<file path="config.mk">
export PLATFORM = sky130hd
export DESIGN_NAME = pipe_hazard_ctrl
export DESIGN_NICKNAME = d
export VERILOG_FILES = /design/src/rtl/pipe_hazard_ctrl.sv
export SDC_FILE = /design/constraint.sdc
export NUM_CORES = 1
export LEC_CHECK = 0
export ABC_AREA = 1
export CORE_ASPECT_RATIO = 1.4
export CORE_MARGIN = 5
export CORE_UTILIZATION = 55
export CTS_CLUSTER_DIAMETER = 100
export DETAILED_ROUTE_END_ITERATION = 8
export GPL_TIMING_DRIVEN = 1
export PLACE_DENSITY = 0.85
export SLEW_MARGIN = 25
export SYNTH_ARGS = -nofsm -noshare
export SYNTH_HDL_FRONTEND = slang
export SYNTH_SLANG_ARGS = --single-unit
</file>
<file path="constraint.sdc">
create_clock -name clk -period 4.6 [get_ports clk]
set_clock_uncertainty 0.05 [all_clocks]
set_input_delay 0.92 -clock clk [delete_from_list [all_inputs] [get_ports clk]]
set_output_delay 0.92 -clock clk [all_outputs]
set_load 0.01 [all_outputs]
</file>
<file path="src/rtl/pipe_hazard_ctrl.sv">
// Pipeline stall/flush sequencer: cache wait, branch mispredict, load-use.
// Also keeps saturating stall-cycle and mispredict-flush counters.
module pipe_hazard_ctrl #(
    parameter int LU_BUBBLES = 1,
    parameter int CNT_W      = 32
) (
    input  logic             clk,
    input  logic             rst_n,
    input  logic             icache_stall_i,
    input  logic             dcache_stall_i,
    input  logic             ex_mispredict_i,
    input  logic             id_ex_memread_i,
    input  logic [4:0]       id_ex_rd_i,
    input  logic [4:0]       if_id_rs1_i,
    input  logic [4:0]       if_id_rs2_i,
    input  logic             rs1_used_i,
    input  logic             rs2_used_i,
    input  logic             perf_clr_i,
    output logic             pc_write_o,
    output logic             pc_redirect_o,
    output logic             if_id_stall_o,
    output logic             if_id_flush_o,
    output logic             id_ex_flush_o,
    output logic             ex_mem_stall_o,
    output logic [CNT_W-1:0] stall_cnt_o,
    output logic [CNT_W-1:0] flush_cnt_o
);

    typedef enum logic {RUN, LU_WAIT} state_t;

    localparam logic [1:0] LU_INIT = 2'(LU_BUBBLES - 1);

    state_t     state_q, state_d;
    logic [1:0] lu_cnt_q, lu_cnt_d;
    logic       mem_stall;
    logic       lu_hit;
    logic       rd_nz;

    assign mem_stall = icache_stall_i | dcache_stall_i;
    assign rd_nz     = id_ex_rd_i != 5'd0;
    assign lu_hit    = id_ex_memread_i & rd_nz &
                       ((rs1_used_i & (id_ex_rd_i == if_id_rs1_i)) |
                        (rs2_used_i & (id_ex_rd_i == if_id_rs2_i)));

    always_comb begin
        pc_write_o     = 1'b0;
        pc_redirect_o  = 1'b0;
        if_id_stall_o  = 1'b0;
        if_id_flush_o  = 1'b0;
        id_ex_flush_o  = 1'b0;
        ex_mem_stall_o = 1'b0;
        state_d        = state_q;
        lu_cnt_d       = lu_cnt_q;
        unique case (1'b1)
            !rst_n: begin
                state_d  = RUN;
                lu_cnt_d = 2'd0;
            end
            rst_n & mem_stall: begin
                if_id_stall_o  = 1'b1;
                ex_mem_stall_o = 1'b1;
            end
            rst_n & !mem_stall & ex_mispredict_i: begin
                // ID holds a wrong-path instruction, so any pending bubbles die here
                pc_write_o    = 1'b1;
                pc_redirect_o = 1'b1;
                if_id_flush_o = 1'b1;
                id_ex_flush_o = 1'b1;
                state_d       = RUN;
                lu_cnt_d      = 2'd0;
            end
            rst_n & !mem_stall & !ex_mispredict_i & (state_q == LU_WAIT): begin
                if_id_stall_o = 1'b1;
                id_ex_flush_o = 1'b1;
                lu_cnt_d      = lu_cnt_q - 2'd1;
                if (lu_cnt_q == 2'd1) begin
                    state_d = RUN;
                end
            end
            rst_n & !mem_stall & !ex_mispredict_i & (state_q == RUN) & lu_hit: begin
                if_id_stall_o = 1'b1;
                id_ex_flush_o = 1'b1;
                if (LU_BUBBLES > 1) begin
                    state_d  = LU_WAIT;
                    lu_cnt_d = LU_INIT;
                end
            end
            default: begin
                pc_write_o = 1'b1;
            end
        endcase
    end

    always_ff @(posedge clk) begin
        if (!rst_n) begin
            state_q  <= RUN;
            lu_cnt_q <= 2'd0;
        end else begin
            state_q  <= state_d;
            lu_cnt_q <= lu_cnt_d;
        end
    end

    always_ff @(posedge clk) begin
        if (!rst_n) begin
            stall_cnt_o <= '0;
            flush_cnt_o <= '0;
        end else if (perf_clr_i) begin
            stall_cnt_o <= '0;
            flush_cnt_o <= '0;
        end else begin
            if (if_id_stall_o && !(&stall_cnt_o)) begin
                stall_cnt_o <= stall_cnt_o + 1'b1;
            end
            if (if_id_flush_o && !(&flush_cnt_o)) begin
                flush_cnt_o <= flush_cnt_o + 1'b1;
            end
        end
    end

endmodule

</file>
# Word level (Yosys, flattened, before mapping)
# Index checks and enable logic that the tools add are counted.
dict set report word_totals {
  regBits 67
  in_bits 24
  output_inout_bits 70
  elab_cells 51
}
dict set report classes {
  add_sub_neg 3
  n_eq_ne 4
  muxes 8
  bitwise_logic 15
  n_reduce_logical 17
}
# operator n
set op_table {}
lappend op_table {{$add A32 B1 Y32 const B} 2}
lappend op_table {{$reduce_and A32 Y1} 2}
lappend op_table {{$and A1 B1 Y1} 11}
lappend op_table {{$eq A5 B5 Y1} 2}
lappend op_table {{$mux W1} 6}
lappend op_table {{$reduce_or A3 Y1} 2}
lappend op_table {{$logic_not A1 Y1} 5}
lappend op_table {{$reduce_bool A5 Y1} 1}
lappend op_table {{$pmux W2 S2} 1}
lappend op_table {{$reduce_or A2 Y1} 2}
lappend op_table {{$reduce_or A4 Y1} 1}
lappend op_table {{$eq A2 B1 Y1 const B} 1}
lappend op_table {{$logic_and A1 B1 Y1} 2}
lappend op_table {{$ne A2 B1 Y1 const B} 1}
lappend op_table {{$not A1 Y1} 2}
lappend op_table {{$or A1 B1 Y1} 2}
lappend op_table {{$pmux W1 S2} 1}
lappend op_table {{$reduce_and A2 Y1} 1}
lappend op_table {{$reduce_bool A2 Y1} 1}
lappend op_table {{$sub A2 B1 Y2 const B} 1}

# Longest topological paths before layout
# Gate-level depths: netlist of run 1.
dict set report depth {
  word_depth 9
  depth_mapped 13
  depth_no_buf 12
}

# Worst setup path after synthesis of run 1
# OpenSTA, ideal clock, no wires.
dict set report synth_path {
  kind {input port to output port}
  start {in dcache_stall_i}
  end {out if_id_stall_o}
  arrival_time_ns 1.692
  required_ns 3.630
  slack_ns 1.938
  cell_stages 6
  path_buffers 1
  path_cell_list {nor3_2 > nand3b_1 > nor2_1 > nand2_1 > nand2_2 > buf_2}
}
dict set report synth_between {
  elab_chain_len 8
  word_cells_on_any_way 10
  cone_classes {1 x mux; 7 x bitwise; 2 x reduce/logical}
}
# element line
set synth_lines {}
lappend synth_lines {{from (decl)} 10} ;# input logic dcache_stall_i,
lappend synth_lines {{$or A1 B1 Y1 *} 39} ;# assign mem_stall = icache_stall_i | dcache_stall_i;
lappend synth_lines {{$logic_not A1 Y1} {72, 80}}
lappend synth_lines {{$and A1 B1 Y1 (2 in a row)} {72, 80}}
lappend synth_lines {{$and A1 B1 Y1 (2 in a row)} 80} ;# rst_n & !mem_stall & !ex_mispredict_i & (state_q == RUN) & lu_hit: begin
lappend synth_lines {{$reduce_or A3 Y1 (no source line) *} -}
lappend synth_lines {{$mux W1 *} 54} ;# unique case (1'b1)
lappend synth_lines {{to (decl)} 21} ;# output logic if_id_stall_o,
# Mark *: on every way between the ends. The rest lies on a longest branch, timed or not.

# Worst setup path after layout of run 1
dict set report layout_path {
  start {in id_ex_rd_i[4]}
  end {out if_id_stall_o}
}
dict set report layout_between {
  elab_chain_len 7
  word_cells_on_any_way 11
  cone_classes {2 x eq/ne; 1 x mux; 6 x bitwise; 2 x reduce/logical}
}
# element line
set layout_lines {}
lappend layout_lines {{from (decl)} 13} ;# input logic [4:0] id_ex_rd_i,
lappend layout_lines {{$eq A5 B5 Y1, on equally long branches} {42, 43}}
lappend layout_lines {{$and A1 B1 Y1, on equally long branches} {42, 43}}
lappend layout_lines {{$or A1 B1 Y1} 42} ;# ((rs1_used_i & (id_ex_rd_i == if_id_rs1_i)) |
lappend layout_lines {{$and A1 B1 Y1 *} 41} ;# assign lu_hit = id_ex_memread_i & rd_nz &
lappend layout_lines {{$and A1 B1 Y1 *} 80}
lappend layout_lines {{$reduce_or A3 Y1 (no source line) *} -}
lappend layout_lines {{$mux W1 *} 54}
# Marks and branches as above.

==> metrics.yaml, run 1 <==
critical_path:
  crit_fanout: 3
  arrival_ns: 2.63
  cpMostUsedCell: "nand2_1"
  crit_slowest_cell: "clkdlybuf4s50_1"
  end_kind: "primary output"
  reg2reg_setup_slack_ns: 2.23
  worst_path_largest_cell_delay_ns: 0.54
  path_cells: "clkdlybuf4s50_1 -> inv_1 -> nand2_1 -> nand2_1 -> nor2_1 -> nand3_1 -> nand2_1 -> nand2_1 -> nand2_2 -> clkdlybuf4s50_1"
  cp-start-kind: "input pin"
  path_class: "in -> out"
  rr_startpoint: "flush_cnt_o[1]$_SDFFE_PP0P_"
  crit_start: "id_ex_rd_i[4]"
  worstPathRequired_ns: 3.63
timing:
  layout_setup_ws_ns: 1.003
  fmax_mhz: 278.0
  min_period_over_period_pct: 78.20
  finalSetupViolations: 0
  setup_tns_ns: 0
  min_period_ns: 3.597
  hold_violations: 0
  worst_pin_slew_ns: 0.7995
  rsz0062_at_grt: "no"
  drv_slew: 0
  holdWs_ns: 0.4628
  timing.slew.headroom_pct: 46.64
clock_tree:
  hold_buffers: 0
  cts_tree: "built"
  htree_levels: 3
  clock-sinks: 64
  cts-root-buf: "clkbuf_8"
  post_cts_resized: 0
  clk-insertion-delay-late_ns: 0.34
  post-cts-setup-buffers: 0
  cts_buffers: 9
  clk_pin_slew_ns: 0.07
  cts_buffer_depth: 2
detailed_routing:
  ant_nets: 0
  post_drt_wl_per_cell_um: 12.88
  drc: 0
  vias: 4648
  viasPerCell: 5.153
  drt_first_pass_iters: 5
  first_iter_violations: 250
  drt_wl_total_um: 11620
synthesis:
  yosys.area.top_type_share_pct: 30.86
  syn_inst: 714
  synth.area.top_cells: "dfxtp_1 (31%), nand2_1 (22%), nor2_1 (11%), inv_1 (6.9%), nand3_1 (6.3%)"
  synth_warnings: 0
  synthSimpleGateAreaFrac_pct: 48.40
  synth-xor-area-share_pct: 2.532
  synth_top_family_by_area: "simple AND/OR/NAND/NOR gates"
  muxShareOfSynthArea_pct: 0
  synth.avg_cell_area_um2: 5.814
  synth-compound-area-share_pct: 7.294
  yosysTopAreaCell: "dfxtp_1"
  synth_seq_cells: 64
  syn_area_um2: 4151
  synth_fa_ha_area_share_pct: 0.6028
  ys_seq_area_share_pct: 30.86
  synth_cell_types: 26
  syn-num-nets: 740
global_route:
  grt_pass1_wl_um: 19650
  grt_max_degree: 62
  antenna_found_initial: 0
  grt_overflow: 0
  track_usage_pct: 24.97
  grt_pass1_vias: 4586
cells_and_area:
  layout_common_cells: "nand2_1 (243), nor2_1 (124), clkdlybuf4s50_1 (93), inv_1 (76), dfxtp_1 (64)"
  stdcell_count: 902
  antenna_cells: 0
  fillerInstances: 645
  final_nets: 826
  multi_input_area_um2: 2445
  layout_commonest_cell: "nand2_1"
  syn2layout_area_growth_pct: 27.67
  drive_gt1_share_pct: 5.217
  seqCellArea_um2: 1281
placement:
  dp_hpwl_um: 8741
  place.gp.congestion: 0.9390
  post-place-cells: 886
  port_buffers: 93
  dp_slack_ns: 0.9893
min_path:
  holdCritStartpoint: "flush_cnt_o[0]$_SDFFE_PP0P_"
  hold_class: "reg -> reg"
die:
  die_area_um2: 9410
  die_w_um: 83.43
  core_um2: 7361
  rows: 37
  start_util_pct: 56.40
  ios: 94
  die_h_um: 112.8
status:
  status: "finished, final reports clean"
pwr:
  peakVddDrop_v: 0.0002274
  p_leak_uw: 0.002012
  p_per_area_nw_per_um2: 215.4
job:
  drv_cap: 0
==> logic make-up (layout without fill, tap and decap cells) <==
logic type                 after synthesis  after routing
and+or+nand+nor                        476            476
AOI/OAI and AO/OA                       60             60
buffers and inverters                  100            191
adders and majority gates                2              2
DFF                                     64             64
xor gates and xnor gates                12             12
==> critical path: cells and delay by family <==
family                 cells  cell delay, ns
and+or+nand+nor            7            0.60
buffers and inverters      3            1.11
==> final timing paths <==
kind                                                      to  cells past startpoint
worst max-delay path                           if_id_stall_o                     10
worst min-delay path             flush_cnt_o[0]$_SDFFE_PP0P_                      2
worst max register to register  flush_cnt_o[18]$_SDFFE_PP0P_                     12
worst min register to register   flush_cnt_o[0]$_SDFFE_PP0P_                      2
==> per-layer routing <==
metal	part of all wire [%]	vias up	track usage (%)	wire (um)
met4	5.4	0	14.59	628
li1	-	2401	-	-
met3	4.2	51	4.079	484
met5	0	-	0	0
met1	39	2053	25.18	4501
met2	52	143	47.75	6007
==> area by class of cell <==
| class | count | area share [%] |
|---|---|---|
| Clock buffer | 11 | 2.856 |
| Clock inverter | 5 | 1.039 |
| Inverter | 80 | 5.666 |
| Multi-Input combinational cell | 550 | 46.13 |
| Sequential cell | 64 | 24.17 |
| Tap cell | 97 | 2.290 |
| Timing Repair Buffer | 95 | 17.85 |
==> where the power goes <==
| group | switching, uW | total (uW) | internal (uW) | leakage (uW) |
|---|---|---|---|---|
| Clock | 224 | 502 | 278 | 0.000101 |
| Combinational | 48.1 | 84.4 | 36.3 | 0.00140 |
| Sequential | 1.16 | 556 | 555 | 0.000515 |
==> metrics by stage <==
stage | total power, uW | util (%) | instance area, um2
floorplan | 617.0 | - | 4151
global placement | 649.9 | 69.20 | 5094
detailed placement | 652.8 | 69.20 | 5094
CTS | 1149 | 72.00 | 5300
global route | 1186 | 72.00 | 5300
finish | 1142 | 72.00 | 5300
==> registers in the layout, summed over array words and instances, names as in the netlist <==
name / cells
flush_cnt_o: 32
stall_cnt_o: 32
==> cell usage after synthesis (all sizes together) <==
cell,instances
nor2,134
nand4,7
inv,80
xnor2,3
a21oi,51
xor2,9
a21boi,1
dfxtp,64
nand3,55
o21ai,8
clkbuf,4
nand3b,12
nor3,19
nand2,249
ha,2
buf,16
Power figures use the tool's default switching activity.
==> run 2: changes to the inputs <==
--- a/config.mk
+++ b/config.mk
@@ -8,11 +8,11 @@
 export ABC_AREA = 1
 export CORE_ASPECT_RATIO = 1.4
 export CORE_MARGIN = 5
-export CORE_UTILIZATION = 55
+export CORE_UTILIZATION = 46
 export CTS_CLUSTER_DIAMETER = 100
 export DETAILED_ROUTE_END_ITERATION = 8
 export GPL_TIMING_DRIVEN = 1
-export PLACE_DENSITY = 0.85
+export PLACE_DENSITY = 0.76
 export SLEW_MARGIN = 25
 export SYNTH_ARGS = -nofsm -noshare
 export SYNTH_HDL_FRONTEND = slang
==> constraint.sdc (replaced) <==
create_clock -name clk -period 3.1 [get_ports clk]
set_clock_uncertainty 0.05 [all_clocks]
set_input_delay 0.62 -clock clk [delete_from_list [all_inputs] [get_ports clk]]
set_output_delay 0.62 -clock clk [all_outputs]
set_load 0.01 [all_outputs]
==> run 2 against run 1 <==
  * Cell area grew 1.5%
  * Register-to-register slack lost 1.2 ns
  * Highest routed layer unchanged
  * Sequential share of layout area shrank 0.36 points
  * Total power grew 63%
  * Sequential cell count is the same
  * Clock-buffer cell count grew 1
==> metrics.yaml, run 2 (synthesis gave the netlist of run 1 again) <==
placement:
  post-place-cells: 897
  dp_slack_ns: 0.1241
  dp_hpwl_um: 8664
  port_buffers: 93
  place.gp.congestion: 0.9547
status:
  status: "finished, final reports clean"
critical_path:
  path_class: "in -> out"
  worst_path_largest_cell_delay_ns: 0.53
  cpMostUsedCell: "nand2_1"
  reg2reg_setup_slack_ns: 1.00
  worstPathRequired_ns: 2.43
  critical-path-top-delay-family: "buffers and inverters"
  rr_startpoint: "stall_cnt_o[0]$_SDFFE_PP0P_"
  cp-start-kind: "input pin"
  r2r-end: "stall_cnt_o[7]$_SDFFE_PP0P_"
  r2r_cells: 10
  crit_buf_inv: 3
  crit_slowest_cell: "clkdlybuf4s50_1"
  crit_fanout: 3
  end_kind: "primary output"
  arrival_ns: 2.29
  path_cells: "clkdlybuf4s50_1 -> inv_1 -> nand2_1 -> nand2_1 -> nor2_1 -> nand3_1 -> nand2_1 -> nand2_1 -> nand2_1 -> clkdlybuf4s50_1"
timing:
  worst_pin_slew_ns: 0.7941
  timing.slew.headroom_pct: 47.00
  setup_tns_ns: 0
  min_period_ns: 2.956
  hold_violations: 0
  finalSetupViolations: 0
  min_period_over_period_pct: 95.35
  rsz0062_at_grt: "no"
  fmax_mhz: 338.3
  layout_setup_ws_ns: 0.1441
  drv_slew: 0
clock_tree:
  cts_tree: "built"
  htree_levels: 3
  clk-insertion-delay-late_ns: 0.33
  cts_buffer_depth: 2
  clk_pin_slew_ns: 0.05
  cts-root-buf: "clkbuf_16"
  clock-sinks: 64
  cts_buffers: 9
  hold_buffers: 0
pwr:
  p_per_area_nw_per_um2: 345.9
  peakVddDrop_v: 0.0003032
  p_leak_uw: 0.002066
min_path:
  holdCritStartpoint: "flush_cnt_o[0]$_SDFFE_PP0P_"
  hold_class: "reg -> reg"
  hold_end: "flush_cnt_o[0]$_SDFFE_PP0P_"
  holdPathStages: 2
global_route:
  grt_overflow: 0
  track_usage_pct: 21.67
  antenna_found_initial: 0
  busiest_layer: "met2"
  grt_pass1_wl_um: 19820
  grt_util_met3_pct: 5.395
  grt_max_degree: 62
  met1_usage_pct: 22.16
  met2_usage_pct: 40.61
  grt_pass1_vias: 4448
die:
  ios: 94
  core_um2: 8926
  die_w_um: 90.29
  rows: 41
  start_util_pct: 46.51
  die_h_um: 122.4
  die_area_um2: 11050
cells_and_area:
  stdcell_count: 910
  layout_common_cells: "nand2_1 (243), nor2_1 (124), clkdlybuf4s50_1 (91), inv_1 (76), dfxtp_1 (64)"
  final_nets: 827
  fillerInstances: 882
  reg_top3: "flush_cnt_o x32, stall_cnt_o x32"
  syn2layout_area_growth_pct: 29.60
  drive_gt1_share_pct: 4.857
  antenna_cells: 0
  layout_commonest_cell: "nand2_1"
detailed_routing:
  post_drt_wl_per_cell_um: 12.68
  viasPerCell: 5.108
  drt_first_pass_iters: 6
  first_iter_violations: 204
  vias: 4648
  ant_nets: 0
  drc: 0
  drt_wl_total_um: 11540
job:
  drv_cap: 0
[run 2: changes by cell type in the layout (fill, tap and decap cells not counted)]
cell             before  now
bufinv_16             1    0
clkbuf_16             0    9
clkdlybuf4s50_1      93   91
dlymetal6s2s_1        0    2
clkinvlp_4            2    0
clkbuf_8             11    2
clkinv_2              2    1
buf_4                 2    3
clkbuf_1              0    1
[run 2: worst max path at each step]
stage                              start             to  slack [ns]  cells after the start
after floorplan           dcache_stall_i  if_id_stall_o        1.04                      6
after global placement     id_ex_rd_i[1]  if_id_stall_o        0.15                     10
after detailed placement   id_ex_rd_i[1]  if_id_stall_o        0.12                     10
after CTS                  id_ex_rd_i[1]  if_id_stall_o        0.12                     10
after global routing       id_ex_rd_i[2]  id_ex_flush_o       0.003                     10
final                      id_ex_rd_i[3]  id_ex_flush_o        0.14                     10
[run 2: final cells by class]
type | instances | area [um2] | share of cell area, %
multi-input combinational | 550 | 2445 | 45.44
sequential | 64 | 1281 | 23.81
timing repair buffer | 96 | 958.4 | 17.81
inverter | 80 | 300.3 | 5.581
clock buffer | 12 | 256.5 | 4.767
tap | 107 | 133.9 | 2.488
clock inverter | 1 | 5.005 | 0.09302
[run 2: through the flow]
stage / hold slack (ns) / utilization [%] / instance area [um2] / power (uW)
final: 0.4509 / 60.27 / 5380 / 1861
after global routing: 0.4839 / 60.27 / 5380 / 1932
after CTS: 0.4592 / 60.22 / 5375 / 1885
after detailed placement: 0.4489 / 57.29 / 5114 / 969.0
after global placement: 0.4397 / 57.29 / 5114 / 965.4
after floorplan: 0.4609 / - / 4151 / 915.5
[run 2: tightest hold or removal path: stages (launching register included)]
cell,delay [ns]
dfxtp_1,0.33
inv_1,0.07
a21oi_1,0.05
[run 2: where the power goes]
part,internal (uW),switching (uW)
Clock,569,342
Combinational,53.9,69.3
Sequential,825,1.65
Total,1450,413
[run 2: routing by layer]
metal  vias up  wire (um)
li1       2407          -
met1      2078       4518
met2       130       6097
met3        33        473
met4         0        446
met5         -          0
[run 2: what timing repair did]
item	CTS	global route
setup endpoints to repair	0	2
resized for setup	0	2
buffers inserted	0	0
hold endpoints to repair	0	0
